<file path="src/rtl/pixel_generator.sv">
`default_nettype none
// ============================================================================
// Module      : pixel_generator
// Description : Procedural 640x480 RGB888 video source. Four 24-bit pixels
//               are packed into three 32-bit AXI4-Stream words per group
//               (tuser = start of frame, tlast = end of line). An AXI4-Lite
//               register bank supplies per-frame R/G/B colour offsets.
// Revision    : 1.0 - initial release
// ============================================================================
module pixel_generator #(
  parameter int X_PIXELS  = 640,
  parameter int Y_LINES   = 480,
  parameter int REG_COUNT = 8
) (
  input  logic        out_stream_aclk,
  input  logic        axi_reset,
  // Video stream
  output logic [31:0] out_stream_tdata,
  output logic [3:0]  out_stream_tkeep,
  output logic        out_stream_tlast,
  output logic        out_stream_tuser,
  output logic        out_stream_tvalid,
  input  logic        out_stream_tready,
  // AXI4-Lite write
  input  logic [7:0]  s_axi_lite_awaddr,
  input  logic        s_axi_lite_awvalid,
  output logic        s_axi_lite_awready,
  input  logic [31:0] s_axi_lite_wdata,
  input  logic        s_axi_lite_wvalid,
  output logic        s_axi_lite_wready,
  output logic [1:0]  s_axi_lite_bresp,
  output logic        s_axi_lite_bvalid,
  input  logic        s_axi_lite_bready,
  // AXI4-Lite read
  input  logic [7:0]  s_axi_lite_araddr,
  input  logic        s_axi_lite_arvalid,
  output logic        s_axi_lite_arready,
  output logic [31:0] s_axi_lite_rdata,
  output logic [1:0]  s_axi_lite_rresp,
  output logic        s_axi_lite_rvalid,
  input  logic        s_axi_lite_rready
);

  localparam int c_x_words = X_PIXELS * 3 / 4;
  localparam int c_xw      = (X_PIXELS > 1)  ? $clog2(X_PIXELS)  : 1;
  localparam int c_yw      = (Y_LINES > 1)   ? $clog2(Y_LINES)   : 1;
  localparam int c_aw      = (REG_COUNT > 1) ? $clog2(REG_COUNT) : 1;

  // x of the last 4-pixel group in a line (three words per group)
  localparam logic [c_xw-1:0] c_last_x = c_xw'((c_x_words / 3 - 1) * 4);
  localparam logic [c_yw-1:0] c_last_y = c_yw'(Y_LINES - 1);

  // Word phase within a 4-pixel group
  localparam logic [1:0] c_ph0 = 2'd0;
  localparam logic [1:0] c_ph1 = 2'd1;
  localparam logic [1:0] c_ph2 = 2'd2;

  // ---------------------------------------------------------------- storage
  logic [31:0]     r_regs [REG_COUNT];
  logic [7:0]      r_sh_r, r_sh_g, r_sh_b;

  // Counters describe the next word to be generated, not the one on the bus
  logic [c_xw-1:0] r_x;
  logic [c_yw-1:0] r_y;
  logic [15:0]     r_frame;
  logic [1:0]      r_phase;

  logic [31:0]     r_tdata;
  logic            r_tvalid, r_tuser, r_tlast;

  logic            r_awready, r_bvalid;
  logic            r_arready, r_rvalid;
  logic [31:0]     r_rdata;

  // ---------------------------------------------------------- next-word math
  logic            w_first, w_eol, w_load;
  logic [7:0]      w_r_off, w_g_off, w_b_off;
  logic [7:0]      w_x8, w_r0, w_r1, w_r2, w_r3, w_g, w_b;
  logic [23:0]     w_p0, w_p1, w_p2, w_p3;
  logic [31:0]     w_word;
  logic [c_aw-1:0] w_widx, w_ridx;
  logic            w_unused_addr;

  assign w_first = (r_x == '0) && (r_y == '0) && (r_phase == c_ph0);
  assign w_eol   = (r_x == c_last_x) && (r_phase == c_ph2);

  // Output register is refilled whenever it is empty or being consumed
  assign w_load  = !r_tvalid || out_stream_tready;

  // Word 0 of a frame uses the live registers; the rest of the frame uses
  // the copies captured when that word was generated.
  assign w_r_off = w_first ? r_regs[0][7:0] : r_sh_r;
  assign w_g_off = w_first ? r_regs[1][7:0] : r_sh_g;
  assign w_b_off = w_first ? r_regs[2][7:0] : r_sh_b;

  assign w_x8 = 8'(r_x);
  assign w_r0 = w_x8 + w_r_off;
  assign w_r1 = w_x8 + 8'd1 + w_r_off;
  assign w_r2 = w_x8 + 8'd2 + w_r_off;
  assign w_r3 = w_x8 + 8'd3 + w_r_off;
  assign w_g  = 8'(r_y) + w_g_off;
  assign w_b  = r_frame[7:0] + w_b_off;

  assign w_p0 = {w_r0, w_g, w_b};
  assign w_p1 = {w_r1, w_g, w_b};
  assign w_p2 = {w_r2, w_g, w_b};
  assign w_p3 = {w_r3, w_g, w_b};

  // Select the 32-bit slice of the packed 96-bit pixel group for this phase
  always_comb begin
    w_word = {w_p1[7:0], w_p0};
    case (r_phase)
      c_ph1:   w_word = {w_p2[15:0], w_p1[23:8]};
      c_ph2:   w_word = {w_p3, w_p2[23:16]};
      default: w_word = {w_p1[7:0], w_p0};
    endcase
  end

  // Stream output register and x/y/frame/phase counter advance
  always_ff @(posedge out_stream_aclk) begin
    if (axi_reset) begin
      r_tvalid <= 1'b0;
      r_tdata  <= '0;
      r_tuser  <= 1'b0;
      r_tlast  <= 1'b0;
      r_x      <= '0;
      r_y      <= '0;
      r_frame  <= '0;
      r_phase  <= c_ph0;
      r_sh_r   <= '0;
      r_sh_g   <= '0;
      r_sh_b   <= '0;
    end else if (w_load) begin
      r_tvalid <= 1'b1;
      r_tdata  <= w_word;
      r_tuser  <= w_first;
      r_tlast  <= w_eol;
      if (w_first) begin
        r_sh_r <= r_regs[0][7:0];
        r_sh_g <= r_regs[1][7:0];
        r_sh_b <= r_regs[2][7:0];
      end
      if (r_phase == c_ph2) begin
        r_phase <= c_ph0;
        if (r_x == c_last_x) begin
          r_x <= '0;
          if (r_y == c_last_y) begin
            r_y     <= '0;
            r_frame <= r_frame + 16'd1;
          end else begin
            r_y <= r_y + c_yw'(1);
          end
        end else begin
          r_x <= r_x + c_xw'(4);
        end
      end else begin
        r_phase <= r_phase + 2'd1;
      end
    end
  end

  // ------------------------------------------------------------- AXI4-Lite
  assign w_widx = s_axi_lite_awaddr[c_aw+1:2];
  assign w_ridx = s_axi_lite_araddr[c_aw+1:2];
  // Upper address bits alias; they are intentionally ignored
  assign w_unused_addr = ^{s_axi_lite_awaddr[7:c_aw+2], s_axi_lite_awaddr[1:0],
                           s_axi_lite_araddr[7:c_aw+2], s_axi_lite_araddr[1:0]};

  // Write channel: one-cycle aw/w ready pulse, register update, held bvalid
  always_ff @(posedge out_stream_aclk) begin
    if (axi_reset) begin
      r_awready <= 1'b0;
      r_bvalid  <= 1'b0;
      for (int i = 0; i < REG_COUNT; i++) r_regs[i] <= '0;
    end else begin
      if (r_awready) begin
        r_awready <= 1'b0;
      end else if (s_axi_lite_awvalid && s_axi_lite_wvalid && !r_bvalid) begin
        r_awready <= 1'b1;
      end
      if (r_awready && s_axi_lite_awvalid && s_axi_lite_wvalid) begin
        r_regs[w_widx] <= s_axi_lite_wdata;
        r_bvalid       <= 1'b1;
      end else if (r_bvalid && s_axi_lite_bready) begin
        r_bvalid <= 1'b0;
      end
    end
  end

  // Read channel: one-cycle arready pulse, latched data, held rvalid.
  // A same-cycle write lands after this sample, so the old value is returned.
  always_ff @(posedge out_stream_aclk) begin
    if (axi_reset) begin
      r_arready <= 1'b0;
      r_rvalid  <= 1'b0;
      r_rdata   <= '0;
    end else begin
      if (r_arready) begin
        r_arready <= 1'b0;
      end else if (s_axi_lite_arvalid && !r_rvalid) begin
        r_arready <= 1'b1;
      end
      if (r_arready && s_axi_lite_arvalid) begin
        r_rdata  <= r_regs[w_ridx];
        r_rvalid <= 1'b1;
      end else if (r_rvalid && s_axi_lite_rready) begin
        r_rvalid <= 1'b0;
      end
    end
  end

  // ---------------------------------------------------------------- outputs
  assign out_stream_tdata   = r_tdata;
  assign out_stream_tkeep   = 4'hF;
  assign out_stream_tlast   = r_tlast;
  assign out_stream_tuser   = r_tuser;
  assign out_stream_tvalid  = r_tvalid;

  assign s_axi_lite_awready = r_awready;
  assign s_axi_lite_wready  = r_awready;
  assign s_axi_lite_bresp   = 2'b00;
  assign s_axi_lite_bvalid  = r_bvalid;
  assign s_axi_lite_arready = r_arready;
  assign s_axi_lite_rdata   = r_rdata;
  assign s_axi_lite_rresp   = 2'b00;
  assign s_axi_lite_rvalid  = r_rvalid;

endmodule
`default_nettype wire

</file>
<file path="config.mk">
export PLATFORM = sky130hd
export DESIGN_NAME = pixel_generator
export DESIGN_NICKNAME = d
export VERILOG_FILES = /design/src/rtl/pixel_generator.sv
export SDC_FILE = /design/constraint.sdc
export NUM_CORES = 1
export LEC_CHECK = 0
export ABC_AREA = 1
export CAP_MARGIN = 20
export CORE_MARGIN = 2
export CORE_UTILIZATION = 41
export DETAILED_ROUTE_END_ITERATION = 8
export SLEW_MARGIN = 20
export SYNTH_ARGS = -nofsm -noshare
export SYNTH_HDL_FRONTEND = slang
export SYNTH_SLANG_ARGS = --single-unit
export TNS_END_PERCENT = 20
</file>
<file path="constraint.sdc">
create_clock -name out_stream_aclk -period 4.15 [get_ports out_stream_aclk]
set_input_delay 1.0375 -clock out_stream_aclk [delete_from_list [all_inputs] [get_ports out_stream_aclk]]
set_output_delay 1.0375 -clock out_stream_aclk [all_outputs]
set_load 0.02 [all_outputs]
</file>
# After elaboration in Yosys (flattened, before gate mapping)
# Memories as Yosys holds them, arrays and structs flattened. A register that Yosys moved wholly into a read port is not among the register bits.
# Cells that the tools add are included.
# word_totals
ff_bits,100
memories,1
out_inout_bits,80
ram_bits,256
wordCells,80
inputBits,56
# memory_table
memory,words,width,rd,rd_ports_with_merged_regs,wr,line,source
r_regs,8,32,4,1,8,59,logic [31:0] r_regs [REG_COUNT];
# classes
n_eq_ne,4
mux,21
addsub,13
reduce_logical,26
# op_table
op,n
case mux 32 bit (2 select lines),1
adder 8 bit,6
2-to-1 mux 32 bit,1
OR reduction 32 bit,1
2-to-1 mux 8 bit,3
adder 16 x 1 -> 16 bit (second input constant),1
adder 8 x 2 -> 8 bit (second input constant),2
2-to-1 mux 1 bit,12
logical AND 1 bit,11
adder 10 x 3 -> 10 bit (second input constant),1
== test 10 bit (second input constant),1
logical NOT 10 bit,1
2-to-1 mux 10 bit,1
adder 9 x 1 -> 9 bit (second input constant),1
== test 9 bit (second input constant),1
logical NOT 9 bit,1
2-to-1 mux 9 bit,1
adder 8 x 1 -> 8 bit (second input constant),1
AND reduction 4 bit,1
nonzero test 2 bit,2
OR reduction 2 bit,2
logical NOT 1 bit,3
2-to-1 mux 3 bit,1
AND reduction 3 bit,1
other kinds (7),7

# Logic depth before layout (Yosys ltp)
# Gate-level depths: netlist of the first run.
# depth
ltp_word,7
mapped_depth,26
ltp_nobuf,24

# Least setup slack after synthesis of the first run
# Ideal clock, no wire load.
# synth_timing
kind,reg-to-reg
startpoint,reg r_x[2]
endpoint,"reg r_tdata[7], in the netlist out_stream_tdata[7]"
setup_time_ns,0.119
period_less_slack_ns,3.277
path_stages_with_launch,25
setup_slack_ns,0.873
required_ns,4.031
arrival_time_ns,3.157
cell_sequence,dfxtp_1 inv_1 ha_1 nand2_1 inv_1 nand2_1 nor2_4 nand2_4 inv_1 clkbuf_1 nand2_1 o21ai_0 ha_1 inv_1 fa_1 inv_1 a21oi_1 nor2_1 nor3_1 o21ai_0 nand3b_1 nand3_1 nand2_1 nand2_1 a21oi_1
# synth_via
elab_chain_cells,6
elab_cells_between_ends,11
cone_classes,add/sub: 4; mux: 4; reduce/logical: 3
# synth_lines
item,line,source
"start, declared",63,logic [c_xw-1:0] r_x;
"start signal, assigned",154,r_x <= r_x + c_xw'(4);
logical NOT 10 bit,84,assign w_first = (r_x == '0) && (r_y == '0) && (r_phase == c_ph0);
logical AND 1 bit (2 in series),84,
2-to-1 mux 8 bit,n/a,
via w_r_off[3],77,"logic [7:0] w_r_off, w_g_off, w_b_off;"
adder 8 bit,99,assign w_r2 = w_x8 + 8'd2 + w_r_off;
case mux 32 bit (2 select lines),112,case (r_phase)
"end signal, assigned",135,r_tdata <= w_word;
"end, declared",68,logic [31:0] r_tdata;
# The timed path passes the listed nets, and every way through them passes these cells.
# A chain may end at the register's enable or synchronous reset.

# Worst setup path in the final report of the first run
# layout_timing
startpoint,reg r_y[0]
endpoint,"reg r_tdata[7], in the netlist out_stream_tdata[7]"
# layout_via
elab_chain_cells,6
elab_cells_between_ends,10
cone_classes,add/sub: 3; mux: 4; reduce/logical: 3
# layout_lines
item,line,source
"start, declared",64,logic [c_yw-1:0] r_y;
"start signal, assigned",151,r_y <= r_y + c_yw'(1);
logical NOT 9 bit,84,
logical AND 1 bit (2 in series),84,
2-to-1 mux 8 bit,n/a,
via w_r_off[5],77,
adder 8 bit,99,
case mux 32 bit (2 select lines),112,
# The timed path passes the listed nets, and every way through them passes these cells.

==> summary.txt, run 1 <==
Status
  – Status: complete, no violations

Worst setup path
  – Arr. time, crit path: 4110 ps
  – FF-to-FF Start: r_y[0]$_SDFFE_PP0P_
  – FF-to-FF End: out_stream_tdata[7]$_SDFFE_PP0N_
  – Reg2Reg Setup Slack: between 400 and 500 ps
  – Crit. End Element: register
  – Required time of the critical path: between 4000 and 5000 ps
  – Cells on worst reg2reg path: 21
  – Critical Path Source Type: register
  – WS Path Type: register to register
  – Critical path peak fanout: 14

Cells and area
  – Most common library cell in the layout ignoring fill and taps: nor2_1
  – Area of the multi-input gates: about 6600 um2
  – # diodes: 0
  – Final net count: ~2,100
  – Area Growth Syn to Fin: 17.4%
  – Filler instances: 4,073
  – Sequential cell area: slightly above 10,000 um2
  – Share of layout cells above drive strength 1: just over 7%
  – Most frequent cells in the layout: nor2_1 (318), edfxtp_1 (256), o21ai_0 (244)

Global routing
  – First-pass GRT wire length: 74,400 um
  – Largest net degree at the start of global routing: about 120
  – GR Util All Layers: 21.4%
  – Vias in the first global route: 13,247
  – Total gr overflow: 0
  – Antenna violations before repair: 0

Detailed routing
  – Routed WL per cell: approximately 18 um
  – Drt first pass iters: 5
  – Starting DRT DRC Count: between 900 and 1,000
  – Drt total wl: a little under 50,000 um
  – Drt drc: 0
  – Routed Antenna Nets: 0
  – Via density: ~5.2
  – DR vias: between 10,000 and 15,000

Placement
  – IO buf count: between 100 and 150
  – GPL Wtd Cong: ~0.86
  – DP HPWL: 30,500 um

Clock network
  – Postcts setup bufs: 0
  – CTS tree: built
  – Clock root buffer: clkbuf_16
  – Clock sinks: between 300 and 400
  – Htree depth: 2
  – Cts repair resizes: 0
  – Worst skew pair latency: 580 ps
  – TritonCTS buffer count: 42
  – Hold-fix buffers, CTS: 0
  – CTS Buffer Depth: 3
  – Reg clk slew, reported paths: 70 ps

Floorplanning
  – I/O pins: roughly 140
  – Core Region: around 43,000 um2
  – Die footprint: between 40,000 and 50,000 um2
  – Die Wd: roughly 210 um
  – Height of the die: around 210 um
  – Std cell rows: 76
  – Initial Util: 41.7%

Timing
  – Max frequency: 0.274 GHz
  – Setup Skew: 21.2 ps
  – Hold slack: ~440 ps
  – Slew HR: roughly a third
  – Worst slew pin tran: around 1000 ps
  – Setup TNS Final: 0 ps
  – Tcrit/Tclk final: between 80 and 90%
  – RSZ-0062 raised after global routing: false
  – Slew Limit Fails: 0
  – Min Tclk post-route: approximately 3700 ps
  – Endpoints failing setup: 0
  – Final Hold Fails: 0

Synthesis
  – Cell taking the most area after synthesis: edfxtp_1
  – Mapped Area: ~18,000 um2
  – Post-Syn Instances: slightly below 2,000
  – Top cells by area, synth: edfxtp_1 (43%), dfxtp_1 (14%), o21ai_0 (6.8%)
  – Syn_area_per_cell: slightly above 9 um2
  – Yosys cell types: just under 50
  – Top-area cell type share of the netlist area: between 40% and 50%
  – Yosys reg bits: 378
  – Synth Warn #: 0
  – Sequential area share after synthesis: between 50% and 60%

Pwr
  – Worst VDD drop: roughly 230 uV
  – Pwr dens: between 400 and 500 nW/um2
  – Static Leak: ~8.5 nW

Min path
  – Hold WC Path Type: register to register
  – Min-Delay Endpoint: s_axi_lite_arready$_SDFF_PP0_
  – Hold_sp: s_axi_lite_arready$_SDFF_PP0_
  – Hold-critical path depth: 1

Run
  – Max Cap Violations: 0
-- cell families after synthesis --
family / Yosys count / share of synthesized area (%)
xor+xnor: 19 / 0.965
simple gates: 586 / 13.4
flops: 378 / 56.2
other cells: 2 / 0.0417
mux: 63 / 3.50
compound gates: 515 / 15.4
fa+ha+maj: 43 / 3.19
buf+inv: 330 / 7.36
-- sequential cells by signal, indices dropped and copies added, names as in the netlist, 2 cells and up --
register,cells
r_x,8
r_sh_r,8
out_stream_tdata,32
r_sh_b,8
s_axi_lite_rdata,32
r_y,9
r_phase,2
r_regs,256
r_sh_g,8
r_frame,8
-- how the worst max path moves through the flow --
stage                        startpoint  cells after the start                                end  slack (ps)
global placement    r_y[1]$_SDFFE_PP0P_                     21  out_stream_tdata[31]$_SDFFE_PP0N_         570
finish              r_y[0]$_SDFFE_PP0P_                     21   out_stream_tdata[7]$_SDFFE_PP0N_         500
detailed placement  r_y[0]$_SDFFE_PP0P_                     21   out_stream_tdata[7]$_SDFFE_PP0N_         480
floorplan           r_x[2]$_SDFFE_PP0P_                     24   out_stream_tdata[7]$_SDFFE_PP0N_         870
global route        r_y[0]$_SDFFE_PP0P_                     21  out_stream_tdata[30]$_SDFFE_PP0N_         120
CTS                 r_y[0]$_SDFFE_PP0P_                     21   out_stream_tdata[7]$_SDFFE_PP0N_         470
-- layer usage --
layer | track usage [%] | vias to the layer above | part of all wire [%]
met5 | 0 | - | 0
met4 | 7.54 | 0 | 3.0
met3 | 3.69 | 83 | 5.6
met2 | 36.0 | 387 | 48
met1 | 27.9 | 6559 | 43
li1 | - | 6749 | -
-- critical path: stages, from the launching register on --
cell      delay [ps]
dfxtp_1          450
inv_1            100
ha_1             210
nand2_1           70
inv_1             50
nand2_1          110
nor2_4            60
nand2_4           50
inv_1            110
buf_4            200
o21ai_0          430
ha_1             310
fa_1             460
inv_1            100
nor2_1            50
nor3_1           190
o21ai_0          150
nand3b_1         180
nand3_1           80
nand2_1           60
nand2_1           70
a21oi_1           60
-- stage by stage --
| step | total power [mW] | area, um2 | worst slack (ps) | std cells | util, % |
|---|---|---|---|---|---|
| 6_report | 9.16 | 21200 | 497 | 2651 | 48.9 |
| 5_1_grt | 9.54 | 21200 | 115 | 2651 | 48.9 |
| 4_1_cts | 9.24 | 21200 | 466 | 2651 | 48.9 |
| 3_5_place_dp | 5.50 | 19800 | 479 | 2573 | 45.7 |
| 3_3_place_gp | 5.48 | 19800 | 570 | 2573 | 45.7 |
| 2_1_floorplan | 5.07 | 18100 | 873 | 1942 | - |
-- synthesized netlist by cell type (all sizes together) --
cell / n
a21oi: 182
inv: 206
xnor2: 5
o311ai: 1
fa: 5
and2: 1
o21ai: 262
o211ai: 33
dfxtp: 122
or2: 3
nor2: 325
nand3: 32
nor3: 11
a31oi: 1
o21a: 2
mux2i: 63
o22ai: 8
a221o: 1
clkbuf: 83
nand3b: 6
buf: 36
xor2: 14
o221ai: 2
nand4: 5
o31ai: 4
o221a: 3
conb: 2
o21bai: 1
clkinv: 5
edfxtp: 256
a211oi: 13
nor4: 3
nand2: 200
ha: 38
a21o: 2
-- power breakdown --
part | leakage, nW | internal, mW | switching, mW
combinational | 4.17 | 0.403 | 0.778
sequential | 3.67 | 4.18 | 0.0655
clock | 0.680 | 2.19 | 1.55
total | 8.52 | 6.77 | 2.39
-- cell type report --
class,count,share of cell area (%)
sequential,378,47.8
clock inverter,19,0.969
multi-input combinational,1234,31.2
tap,585,3.46
timing repair buffer,165,7.25
clock buffer,59,5.60
inverter,211,3.74
Note: power is estimated with default switching activity, not from simulation.
==> run 2, diff against run 1 <==
==> constraint.sdc (replaced) <==
create_clock -name out_stream_aclk -period 3.96 [get_ports out_stream_aclk]
set_input_delay 0.99 -clock out_stream_aclk [delete_from_list [all_inputs] [get_ports out_stream_aclk]]
set_output_delay 0.99 -clock out_stream_aclk [all_outputs]
set_load 0.02 [all_outputs]
==> run 2 against run 1 <==
Compared with the run above:
- via count hardly changed
- highest routed layer unchanged
- largest power group unchanged
- sequential share of layout area is 0.085 points lower
- utilization is 0.087 points higher
- largest cell class unchanged
==> summary.txt, run 2 (synthesis results as in run 1) <==
Floorplanning
  – Core Region: 43,300 um2 (unchanged)
  – Initial Util: 41.7% (unchanged)
  – Std cell rows: 76 (unchanged)
  – Die Wd: 214 um (unchanged)
  – I/O pins: 136 (unchanged)
  – Height of the die: 214 um (unchanged)
  – Die footprint: 45,700 um2 (unchanged)

Min path
  – Hold_sp: s_axi_lite_arready$_SDFF_PP0_
  – Min-Delay Endpoint: s_axi_lite_arready$_SDFF_PP0_
  – Hold WC Path Type: register to register
  – Hold-critical path depth: 1 (unchanged)

Timing
  – RSZ-0062 raised after global routing: false
  – Setup ws final: 333 ps (-164 ps)
  – Min Tclk post-route: 3630 ps (-25.7 ps)
  – Slew HR: 34.9% (+3.2 points)
  – Max frequency: 0.276 GHz (+0.71%)
  – Final Hold Fails: 0 (unchanged)
  – Setup TNS Final: 0 ps (unchanged)
  – Tcrit/Tclk final: 91.6% (+3.6 points)
  – Slew Limit Fails: 0 (unchanged)
  – Worst slew pin tran: 977 ps (-47.6 ps)
  – Endpoints failing setup: 0 (unchanged)
  – Setup Skew: 28.4 ps (+7.24 ps)

Worst setup path
  – Critical Path Source Type: register
  – CP Cell Sequence: inv_1 -> ha_1 -> nand2_1 -> inv_1 -> nand2_1 -> nor2_4 -> nand2_4 -> inv_1 -> buf_4 -> o21ai_0 -> ha_1 -> fa_1 -> inv_1 -> nor2_1 -> nor3_1 -> o21ai_0 -> nand3b_1 -> nand3_1 -> nand2_1 -> nand2_1 -> a21oi_1
  – Arr. time, crit path: 4070 ps (-40 ps)
  – FF-to-FF Start: r_y[1]$_SDFFE_PP0P_
  – Reg2Reg Setup Slack: 330 ps (-160 ps)
  – Worst path bufs/invs: 5 (unchanged)
  – Cells on worst reg2reg path: 21 (unchanged)
  – Crit path largest cell delay: 470 ps (about the same)
  – Critical path peak fanout: 14 (unchanged)
  – Crit path max-delay cell type: fa_1
  – FF-to-FF End: out_stream_tdata[7]$_SDFFE_PP0N_
  – WS Path Type: register to register
  – Required time of the critical path: 4400 ps (-200 ps)
  – Crit. End Element: register
  – Worst path top cell family by delay: adder cells

Detailed routing
  – Starting DRT DRC Count: 1,022 (+7.6%)
  – Drt drc: 0 (unchanged)
  – Drt first pass iters: 5 (unchanged)
  – Routed WL per cell: 18.1 um (about the same)
  – Routed Antenna Nets: 0 (unchanged)
  – DR vias: 13,779 (+0.0073%)
  – Via density: 5.19 (-0.22%)
  – Drt total wl: 48,200 um (+0.29%)

Clock network
  – TritonCTS buffer count: 42 (unchanged)
  – Clock sinks: 378 (unchanged)
  – Postcts setup bufs: 0 (unchanged)
  – CTS Buffer Depth: 3 (unchanged)
  – CTS tree: built
  – Clock root buffer: clkbuf_16
  – Hold-fix buffers, CTS: 0 (unchanged)
  – Worst skew pair latency: 580 ps (about the same)
  – Reg clk slew, reported paths: 60 ps (about the same)
  – Htree depth: 2 (unchanged)
  – Cts repair resizes: 0 (unchanged)

Cells and area
  – Biggest register: r_regs
  – Share of layout cells above drive strength 1: 7.67% (+0.41 points)
  – # diodes: 0 (unchanged)
  – Final net count: 2,137 (+0.28%)
  – Area of the multi-input gates: 6600 um2 (+0.11%)
  – Sequential cell area: 10,100 um2 (unchanged)
  – Core Util, Final: 49.0% (+0.087 points)
  – Area Growth Syn to Fin: 17.7%
  – Filler instances: 4,060 (-0.32%)
  – Most common library cell in the layout ignoring fill and taps: nor2_1
  – Most frequent cells in the layout: nor2_1 (318), edfxtp_1 (256), o21ai_0 (244)
  – Max FFs per register: 256 (unchanged)

Pwr
  – Int Pwr: 7.03 mW (+3.8%)
  – Logic pwr share: 13.0% (about the same)
  – Pwr dens: 450 nW/um2 (+3.9%)
  – Sequential Power Share: 46.6% (+0.3 points)
  – Static Leak: 8.53 nW (+0.14%)
  – Switching share of total power: 26.4% (+0.25 points)
  – Worst VDD drop: 325 uV (+40%)
  – Sw Pwr: 2.51 mW (+5.1%)
  – Clock power frac: 40.4% (-0.4 points)

Placement
  – IO buf count: 117 (unchanged)
  – Pre-CTS setup slack: 278 ps (-200 ps)
  – GPL Wtd Cong: 0.888 (+3.0%)
  – DP HPWL: 31,100 um (+2.1%)

Global routing
  – GR Util All Layers: 21.4% (+0.030 points)
  – Antenna violations before repair: 0 (unchanged)
  – Largest net degree at the start of global routing: 111 (-5.1%)
  – Vias in the first global route: 13,351 (+0.79%)
  – Total gr overflow: 0 (unchanged)
  – First-pass GRT wire length: 74,800 um (+0.48%)

Status
  – Status: complete, no violations

Run
  – Max Cap Violations: 0 (unchanged)
run 2: cell types whose count changed in the layout (fill, tap and decap cells not counted), sizes merged:
cell      delta
bufinv       -1
clkbuf       +3
inv          -1
clkinvlp     +3
clkinv       -4
buf          +6
run 2: worst max-delay path by stage:
stage	startpoint	end	slack, ps	depth (start not counted)
after global routing	r_y[1]$_SDFFE_PP0P_	out_stream_tdata[7]$_SDFFE_PP0N_	20	22
after detailed placement	r_y[1]$_SDFFE_PP0P_	out_stream_tdata[31]$_SDFFE_PP0N_	280	21
after global placement	r_y[1]$_SDFFE_PP0P_	out_stream_tdata[31]$_SDFFE_PP0N_	290	21
after CTS	r_y[1]$_SDFFE_PP0P_	out_stream_tdata[31]$_SDFFE_PP0N_	260	21
final	r_y[1]$_SDFFE_PP0P_	out_stream_tdata[7]$_SDFFE_PP0N_	330	21
after floorplan	r_x[2]$_SDFFE_PP0P_	out_stream_tdata[7]$_SDFFE_PP0N_	680	24
run 2: power by group through the flow:
stage	sequential [mW]	combinational (mW)	clock, mW
2_1_floorplan	4.58	0.726	0
3_3_place_gp	4.52	1.23	0
3_5_place_dp	4.53	1.25	0
4_1_cts	4.44	1.25	3.94
5_1_grt	4.46	1.38	4.08
6_report	4.44	1.24	3.85
run 2: through the flow:
step / area, um2 / hold slack [ps] / power, mW / cells
after global placement: 19800 / 430 / 5.75 / 2579
after global routing: 21200 / 452 / 9.92 / 2657
after detailed placement: 19800 / 434 / 5.77 / 2579
final: 21200 / 440 / 9.54 / 2657
after floorplan: 18100 / 430 / 5.31 / 1942
after CTS: 21200 / 443 / 9.64 / 2657
run 2: worst register-to-register path, stage by stage (launching register included):
cell and delay, ps:
dfxtp_1 430, inv_1 140, ha_1 210, nand2_1 60, inv_1 30, nand2_1 100
nor2_4 60, nand2_4 50, inv_1 110, buf_4 210, o21ai_0 430, ha_1 310
fa_1 470, inv_1 100, nor2_1 50, nor3_1 180, o21ai_0 150, nand3b_1 180
nand3_1 70, nand2_1 60, nand2_1 50, a21oi_1 60
run 2: final cells by class:
| class | instances | share of cell area (%) |
|---|---|---|
| sequential | 378 | 47.8 |
| multi-input combinational | 1234 | 31.1 |
| timing repair buffer | 171 | 7.51 |
| clock buffer | 62 | 5.59 |
| inverter | 211 | 3.73 |
| tap | 585 | 3.45 |
| clock inverter | 16 | 0.832 |
run 2: routing by layer:
layer	GRT usage (%)	up-vias	share of wire, %
met5	0	-	0
met4	8.60	0	3.4
met3	3.66	101	5.5
met2	36.1	366	48
met1	27.5	6566	43
li1	-	6746	-
